## src/rtl/csa_resolver_pkg.sv

```systemverilog
// Shared types and helpers for the iterative carry-save resolver.
package csa_resolver_pkg;

    typedef enum logic [1:0] {
        IDLE = 2'd0,
        ADD  = 2'd1,
        DONE = 2'd2
    } state_t;

    // Width of the chunk index counter; never narrower than one bit.
    function automatic int idx_width(input int num_chunks);
        if (num_chunks <= 1) begin
            return 1;
        end else begin
            return $clog2(num_chunks);
        end
    endfunction

endpackage

```

## src/rtl/csa_chunk_adder.sv

```systemverilog
// Combinational WIDTH-bit ripple adder; bounds the per-cycle carry path.
module csa_chunk_adder #(
    parameter int WIDTH = 8
) (
    input  logic [WIDTH-1:0] a,
    input  logic [WIDTH-1:0] b,
    input  logic             cin,
    output logic [WIDTH-1:0] sum,
    output logic             cout
);

    logic [WIDTH:0] carry_s;

    assign carry_s[0] = cin;
    assign cout       = carry_s[WIDTH];

    for (genvar i = 0; i < WIDTH; i++) begin : g_bit
        full_adder u_fa (
            .a    (a[i]),
            .b    (b[i]),
            .cin  (carry_s[i]),
            .sum  (sum[i]),
            .cout (carry_s[i+1])
        );
    end

endmodule

```

## src/rtl/full_adder.sv

```systemverilog
// Single-bit full adder cell used to build the chunk ripple adder.
module full_adder (
    input  logic a,
    input  logic b,
    input  logic cin,
    output logic sum,
    output logic cout
);

    assign sum  = a ^ b ^ cin;
    assign cout = (a & b) | (a & cin) | (b & cin);

endmodule

```

## src/rtl/csa_resolver.sv

```systemverilog
// Resolves a carry-save pair into binary, CHUNK_WIDTH bits per cycle, with
// valid/ready handshakes on both sides.
module csa_resolver
    import csa_resolver_pkg::*;
#(
    parameter int BIT_WIDTH   = 32,
    parameter int CHUNK_WIDTH = 8
) (
    input  logic                 CLK,
    input  logic                 RST,
    input  logic                 in_valid,
    output logic                 in_ready,
    input  logic [BIT_WIDTH-1:0] sum_in,
    input  logic [BIT_WIDTH-1:0] carry_in,
    input  logic                 cin,
    output logic                 out_valid,
    input  logic                 out_ready,
    output logic [BIT_WIDTH-1:0] result,
    output logic                 cout,
    output logic                 busy
);

    localparam int NUM_CHUNKS = BIT_WIDTH / CHUNK_WIDTH;
    localparam int IDX_W      = idx_width(NUM_CHUNKS);

    state_t                 state_r;
    state_t                 state_next_s;
    logic [BIT_WIDTH-1:0]   a_r;
    logic [BIT_WIDTH-1:0]   b_r;
    logic                   carry_r;
    logic [IDX_W-1:0]       idx_r;
    logic [BIT_WIDTH-1:0]   result_r;
    logic                   cout_r;
    logic [CHUNK_WIDTH-1:0] chunk_sum_s;
    logic                   chunk_cout_s;
    logic                   last_s;

    assign last_s = (idx_r == IDX_W'(NUM_CHUNKS - 1));

    // Only the registered carry links one chunk to the next.
    csa_chunk_adder #(
        .WIDTH (CHUNK_WIDTH)
    ) u_chunk_adder (
        .a    (a_r[idx_r*CHUNK_WIDTH +: CHUNK_WIDTH]),
        .b    (b_r[idx_r*CHUNK_WIDTH +: CHUNK_WIDTH]),
        .cin  (carry_r),
        .sum  (chunk_sum_s),
        .cout (chunk_cout_s)
    );

    // State register.
    always_ff @(posedge CLK) begin
        if (RST) begin
            state_r <= IDLE;
        end else begin
            state_r <= state_next_s;
        end
    end

    // Next-state decode.
    always_comb begin
        state_next_s = state_r;
        case (state_r)
            IDLE: begin
                if (in_valid) begin
                    state_next_s = ADD;
                end else begin
                    state_next_s = IDLE;
                end
            end
            ADD: begin
                if (last_s) begin
                    state_next_s = DONE;
                end else begin
                    state_next_s = ADD;
                end
            end
            DONE: begin
                if (out_ready) begin
                    state_next_s = IDLE;
                end else begin
                    state_next_s = DONE;
                end
            end
            default: begin
                state_next_s = IDLE;
            end
        endcase
    end

    // Operand capture and chunk-by-chunk accumulation of the result.
    always_ff @(posedge CLK) begin
        if (RST) begin
            a_r      <= '0;
            b_r      <= '0;
            carry_r  <= 1'b0;
            idx_r    <= '0;
            result_r <= '0;
            cout_r   <= 1'b0;
        end else begin
            case (state_r)
                IDLE: begin
                    if (in_valid) begin
                        a_r      <= sum_in;
                        b_r      <= carry_in;
                        carry_r  <= cin;
                        idx_r    <= '0;
                        result_r <= '0;
                        cout_r   <= 1'b0;
                    end
                end
                ADD: begin
                    result_r[idx_r*CHUNK_WIDTH +: CHUNK_WIDTH] <= chunk_sum_s;
                    carry_r <= chunk_cout_s;
                    idx_r   <= idx_r + IDX_W'(1);
                    if (last_s) begin
                        cout_r <= chunk_cout_s;
                    end
                end
                default: begin
                end
            endcase
        end
    end

    assign in_ready  = (state_r == IDLE);
    assign out_valid = (state_r == DONE);
    assign busy      = (state_r != IDLE);
    assign result    = result_r;
    assign cout      = cout_r;

endmodule

```

## config.mk

```make
export PLATFORM = sky130hd
export DESIGN_NAME = csa_resolver
export DESIGN_NICKNAME = d
export VERILOG_FILES = /design/src/rtl/csa_resolver_pkg.sv /design/src/rtl/csa_chunk_adder.sv /design/src/rtl/full_adder.sv /design/src/rtl/csa_resolver.sv
export SDC_FILE = /design/constraint.sdc
export NUM_CORES = 1
export LEC_CHECK = 0
export BUFFER_PORTS_ARGS = -buffer_cell sky130_fd_sc_hd__buf_4
export CAP_MARGIN = 20
export CORE_ASPECT_RATIO = 0.9
export CORE_MARGIN = 1
export CORE_UTILIZATION = 56
export CTS_CLUSTER_SIZE = 14
export DETAILED_ROUTE_END_ITERATION = 8
export PLACE_DENSITY = 0.86
export RECOVER_POWER = 100
export SLEW_MARGIN = 20
export SYNTH_ARGS = -nofsm -noshare
export SYNTH_HDL_FRONTEND = slang
export SYNTH_SLANG_ARGS = --single-unit
```

## constraint.sdc

```tcl
create_clock -name CLK -period 9.3 [get_ports CLK]
set_input_delay 0.93 -clock CLK [delete_from_list [all_inputs] [get_ports CLK]]
set_output_delay 0.93 -clock CLK [all_outputs]
set_load 0.02 [all_outputs]
```

## After elaboration in Yosys (flattened, before gate mapping)

Index checks and enable logic that the tools add are counted.

| storage, ports and cells | value |
|---|---|
| logic and storage cells | 94 |
| output and inout port bits | 36 |
| register bits after elaboration | 102 |

| operators by class | value |
|---|---|
| eq/ne operators | 5 |
| $add $sub $neg | 2 |
| mux-type cells | 14 |
| shift-type cells | 4 |
| bitwise gates (word level) | 56 |
| reduce and logical (&&, ||, !) cells | 6 |

Operator list:

| cell | count |
|---|---|
| 32-bit one-hot mux with 2 select lines | 1 |
| 32-bit by 6-bit variable part select with 8-bit output | 2 |
| 5-bit negation with 34-bit output | 1 |
| 8-bit by 34-bit variable shift with 32-bit output, first input constant | 1 |
| 8-bit by 34-bit variable part select with 32-bit output | 1 |
| 32-bit bitwise mux | 1 |
| 32-bit two-way mux | 1 |
| 1-bit AND | 24 |
| 1-bit OR | 16 |
| 1-bit bitwise XOR | 16 |
| 2-bit two-way mux | 3 |
| 2-bit one-hot mux with 3 select lines | 1 |
| 2-bit equality test, second input constant | 2 |
| 1-bit two-way mux | 4 |
| 2-bit != test, second input constant | 2 |
| 1-bit one-hot mux with 2 select lines | 2 |
| 2-bit one-hot mux with 2 select lines | 1 |
| 2-bit AND reduction | 2 |
| 2-bit nonzero test | 2 |
| 3-bit AND reduction | 1 |
| 2-bit by 1-bit adder with 2-bit output, second input constant | 1 |
| 2-bit by 1-bit equality test with 1-bit output, second input constant | 1 |
| 2-bit logical NOT | 1 |

## Longest topological paths before layout

| logic depth | value |
|---|---|
| depth in word-level cells | 27 |
| gate-level depth with buffers | 15 |

## Hierarchy

A second synthesis with hierarchy kept.

| unflattened totals | value |
|---|---|
| cells, all modules | 429 |
| area, all modules | 4275.4 µm² |

Modules (own cells, without submodules):

| module | seq. area each (µm²) | area each (µm²) | instances | cells each |
|---|---|---|---|---|
| csa_resolver | 2042.0 | 4115.2 | 1 | 421 |
| full_adder | 0.0 | 20.0 | 8 | 1 |

## Least setup slack after synthesis

Ideal clock, no wire load.

| timing | value |
|---|---|
| path kind | register -> register |
| from | register idx_r[1] |
| to | register result_r[31], in the netlist result[31] |
| arrival | 4.011 ns |
| path slack | 5.164 ns |
| path buffers | 2 |
| required time | 9.175 ns |
| period minus slack after synthesis | 4.136 ns |
| setup time | 0.125 ns |
| stages on the path, launching flop included | 16 |
| cell sequence | dfxtp_1 -> buf_2 -> buf_2 -> mux4_2 -> fa_1 -> inv_1 -> fa_1 -> fa_1 -> fa_1 -> fa_1 -> fa_1 -> fa_1 -> inv_1 -> fa_1 -> inv_1 -> o2bb2ai_1 |

| on the way | value |
|---|---|
| cells in the longest elaborated chain, start to end | 26 |
| elaborated cells on any way between the ends | 58 |
| those cells by class | add/sub (1); shift (4); mux (2); bitwise (51) |

Ends and longest elaborated chain:

| item | RTL line | source |
|---|---|---|
| start, declared | csa_resolver.sv:31 | `logic [IDX_W-1:0] idx_r;` |
| start signal, assigned | csa_resolver.sv:115 | `idx_r <= idx_r + IDX_W'(1);` |
| 32-bit by 6-bit variable part select with 8-bit output, on equally long branches | csa_resolver.sv:44, csa_resolver.sv:45 |  |
| 1-bit AND | full_adder.sv:11 | `assign cout = (a & b) \| (a & cin) \| (b & cin);` |
| 1-bit OR (2 in a row) | full_adder.sv:11 |  |
| 1-bit AND | full_adder.sv:11 |  |
| 1-bit OR (2 in a row) | full_adder.sv:11 |  |
| 1-bit AND | full_adder.sv:11 |  |
| 1-bit OR (2 in a row) | full_adder.sv:11 |  |
| 1-bit AND | full_adder.sv:11 |  |
| [... 5 more ...] | n/a |  |
| 1-bit AND | full_adder.sv:11 |  |
| 1-bit OR (2 in a row) | full_adder.sv:11 |  |
| 1-bit AND | full_adder.sv:11 |  |
| 1-bit OR (2 in a row) | full_adder.sv:11 |  |
| 1-bit bitwise XOR | full_adder.sv:10 | `assign sum = a ^ b ^ cin;` |
| 8-bit by 34-bit variable part select with 32-bit output | csa_resolver.sv:113 | `result_r[idx_r*CHUNK_WIDTH +: CHUNK_WIDTH] <= chunk_sum_s;` |
| 32-bit bitwise mux * | csa_resolver.sv:113 |  |
| 32-bit one-hot mux with 2 select lines * | csa_resolver.sv:101 | `case (state_r)` |
| end signal, assigned by index | csa_resolver.sv:113 |  |
| end, declared | csa_resolver.sv:32 | `logic [BIT_WIDTH-1:0] result_r;` |

Mark *: on every way between the ends. The rest lies on a longest branch, timed or not.
A chain may end at the register's enable or synchronous reset.

## Final worst setup path

| timing | value |
|---|---|
| from | register idx_r[1] |
| to | register result_r[15], in the netlist result[15] |

Same word-level chain as after synthesis.

==> impl_metrics.json <==
{
  "core_area_sq_mm": 0.00726,
  "cts-root-buf": "clkbuf_8",
  "slew_headroom_pct": -116,
  "fmax_mhz": 214,
  "syn_nets": 523,
  "n_fill_cell": 581,
  "internal_power_w": 0.000649,
  "overflow": 0,
  "maxSlewViolCount": 77,
  "area_growth_pct": 16.9,
  "status": "finished with violations",
  "combPwrFrac_pct": 14.5,
  "ys_types": 37,
  "critical_path.max_fanout": 20,
  "routedWlPerCell_um": 15.7,
  "clk_pin_slew_ns": 0.10,
  "synth.most_common_cell": "nand2_1",
  "yosysTopAreaCell": "dfxtp_1",
  "finClkSkew_ns": 0.00872,
  "p_sw_w": 0.000236,
  "io_pins": 105,
  "wirelength_um": 9860,
  "timing.final.setup_violations": 0,
  "final.setup.tns_ns": 0,
  "hold_violations": 0,
  "fin_area_sq_mm": 0.00505,
  "ir_worst_vdd_mv": 0.0964,
  "violations": "capacitance limit, slew limit",
  "numCtsBuffers": 9,
  "crit_path_end_kind": "flip-flop",
  "ant_nets": 0,
  "p_seq_share_pct": 53.1,
  "final.period_utilization_pct": 50.4,
  "synth-seq-area-share_pct": 47.3,
  "met2_length_um": 4600,
  "clkPwrFrac_pct": 32.4,
  "synthTopCellsByArea": "dfxtp_1 47%, nand2_1 11%, mux4_2 8.3%",
  "hpwl_um": 6960,
  "cts_buffer_depth": 2,
  "hold_ws_ns": 0.460,
  "drt_iter0_markers": 128,
  "gp_congestion": 0.795,
  "final_nets": 613,
  "async_flop_share_pct": 0,
  "wl_met1_um": 4390,
  "antenna_cells": 0,
  "critPathLaunchType": "flip-flop",
  "die_w_um": 94.6,
  "syn_area_sq_mm": 0.00432,
  "synth_common_cells": "131 x nand2_1, 102 x dfxtp_1, 65 x a21oi_1, 32 x o2bb2ai_1, 21 x inv_1",
  "drv_cap": 1,
  "cts_tree": "yes",
  "regArea_sq_mm": 0.00204,
  "cts_setup_buffers": 0,
  "htree_num_levels": 3,
  "hold_class": "reg2reg",
  "place_area_sq_mm": 0.00499,
  "stdcell_count": 630,
  "io_buffers": 104,
  "yosysWarnings": 0,
  "die_y_um": 85.3,
  "rsz0062_at_grt": "no",
  "grt_pass1_vias": 3434,
  "clock_sink_count": 102,
  "post-route-min-period_ns": 4.68,
  "initial_utilization_pct": 59.5,
  "highest_layer": "met4",
  "insertion_delay_ns": 0.36,
  "die_area_sq_mm": 0.00807,
  "switching_share_pct": 26.6,
  "grt_use_total_pct": 25.6,
  "syn_inst": 442,
  "cts_hold_buf": 0,
  "rows": 29,
  "synth_seq_cells": 102,
  "grt_pass1_wl_um": 15900,
  "worst_pin_slew_ns": 3.24,
  "drcViolationCount": 0,
  "vias_per_cell": 5.53,
  "grt_max_degree": 77,
  "dr_wl_met3_um": 660,
  "crit_arrival_ns": 4.93,
  "synth.top_cell.area_share_pct": 47.3,
  "reg2reg_depth": 13,
  "multi_input_area_sq_mm": 0.00194,
  "detail_route.first_pass.iterations": 5,
  "worst_ep_required_time_ns": 9.54,
  "synth-edff-count": 0,
  "ys.flop_type": "dfxtp_1",
  "hold_depth": 2,
  "fin_util_pct": 69.6,
  "syn_area_per_cell_sq_um": 9.77,
  "routed-via-count": 3485,
  "path_class": "reg2reg",
  "antenna_found_initial": 0,
  "drive_gt1_share_pct": 20.9,
  "postCtsResizedCells": 0,
  "placed_cells": 614,
  "leakage_nw": 1.90,
  "p_per_area_mw_per_mm2": 175
}
-- routing by layer --
metal	global-route usage [%]	vias up
li1	-	1689
met1	34.4	1633
met2	40.6	139
met3	4.75	24
met4	10.7	0
met5	0	-
-- layout by cell type (no fill, tap or decap), types with 2 or more instances in the layout --
cell / synthesis / layout
a211oi_1: 2 / 2
a21oi_1: 65 / 65
a21oi_2: 3 / 3
buf_4: 3 / 69
clkbuf_1: 7 / 38
clkbuf_8: 0 / 10
clkinvlp_4: 0 / 2
dfxtp_1: 102 / 102
fa_1: 8 / 8
ha_1: 4 / 4
inv_1: 21 / 21
mux2_2: 3 / 3
mux4_2: 16 / 16
nand2_1: 131 / 131
nand4_1: 1 / 3
nor2_1: 5 / 5
nor2b_1: 2 / 2
o2bb2ai_1: 32 / 32
-- state kept, by name, indices dropped and copies added, names as in the netlist --
signal,count
a_r,32
b_r,32
result,32
idx_r,2
state_r,2
carry_r,1
cout,1
-- path summary, 6_finish.rpt --
kind	start	endpoint	slack, ns
max	idx_r[1]$_SDFFE_PP0P_	result[15]$_SDFFE_PP0P_	4.62
min	a_r[0]$_SDFFE_PP0P_	a_r[0]$_SDFFE_PP0P_	0.46
max reg2reg	idx_r[1]$_SDFFE_PP0P_	result[15]$_SDFFE_PP0P_	4.62
min reg2reg	a_r[0]$_SDFFE_PP0P_	a_r[0]$_SDFFE_PP0P_	0.46
-- area by class of cell --
type / count / share of cell area [%]
multi-input cells: 291 / 38.5
clock buffers: 11 / 2.80
repair buffers: 106 / 13.0
well taps: 93 / 2.30
clock inverters: 5 / 1.29
flip-flops and latches: 102 / 40.4
inverters: 22 / 1.64
-- through the flow --
step	power [W]	setup WS [ns]
2_1_floorplan	0.000570	5.16
6_report	0.000885	4.62
3_3_place_gp	0.000603	4.77
5_1_grt	0.000917	4.43
3_5_place_dp	0.000608	4.64
4_1_cts	0.000887	4.63
-- worst max-delay path, cell delays in order, from the launching register on --
cell,delay (ns)
dfxtp_1,0.91
mux4_2,0.38
fa_1,0.18
inv_1,0.05
fa_1,0.38
fa_1,0.40
fa_1,0.39
fa_1,0.40
fa_1,0.41
fa_1,0.39
inv_1,0.09
fa_1,0.40
inv_1,0.12
o2bb2ai_1,0.07
-- power by group through the flow --
stage / combinational (W) / sequential (W) / clock (W)
finish: 0.000128 / 0.000470 / 0.000287
global route: 0.000142 / 0.000472 / 0.000304
CTS: 0.000130 / 0.000469 / 0.000288
detailed placement: 0.000128 / 0.000479 / 0
global placement: 0.000125 / 0.000478 / 0
floorplan: 0.0000945 / 0.000476 / 0
-- kinds of logic (layout without fill, tap and decap cells) --
kind of cell             Yosys count  count (layout)  share of synthesized area, %
multiplexers                      20              20                          9.48
AND/OR/NAND/NOR                  150             150                          14.5
adder cells (fa/ha/maj)           12              12                          4.87
buffers and inverters             49             144                          7.56
flip-flops                       102             102                          47.3
AO/OA/AOI/OAI                    109             109                          16.3
Note: power is estimated with default switching activity, not from simulation.
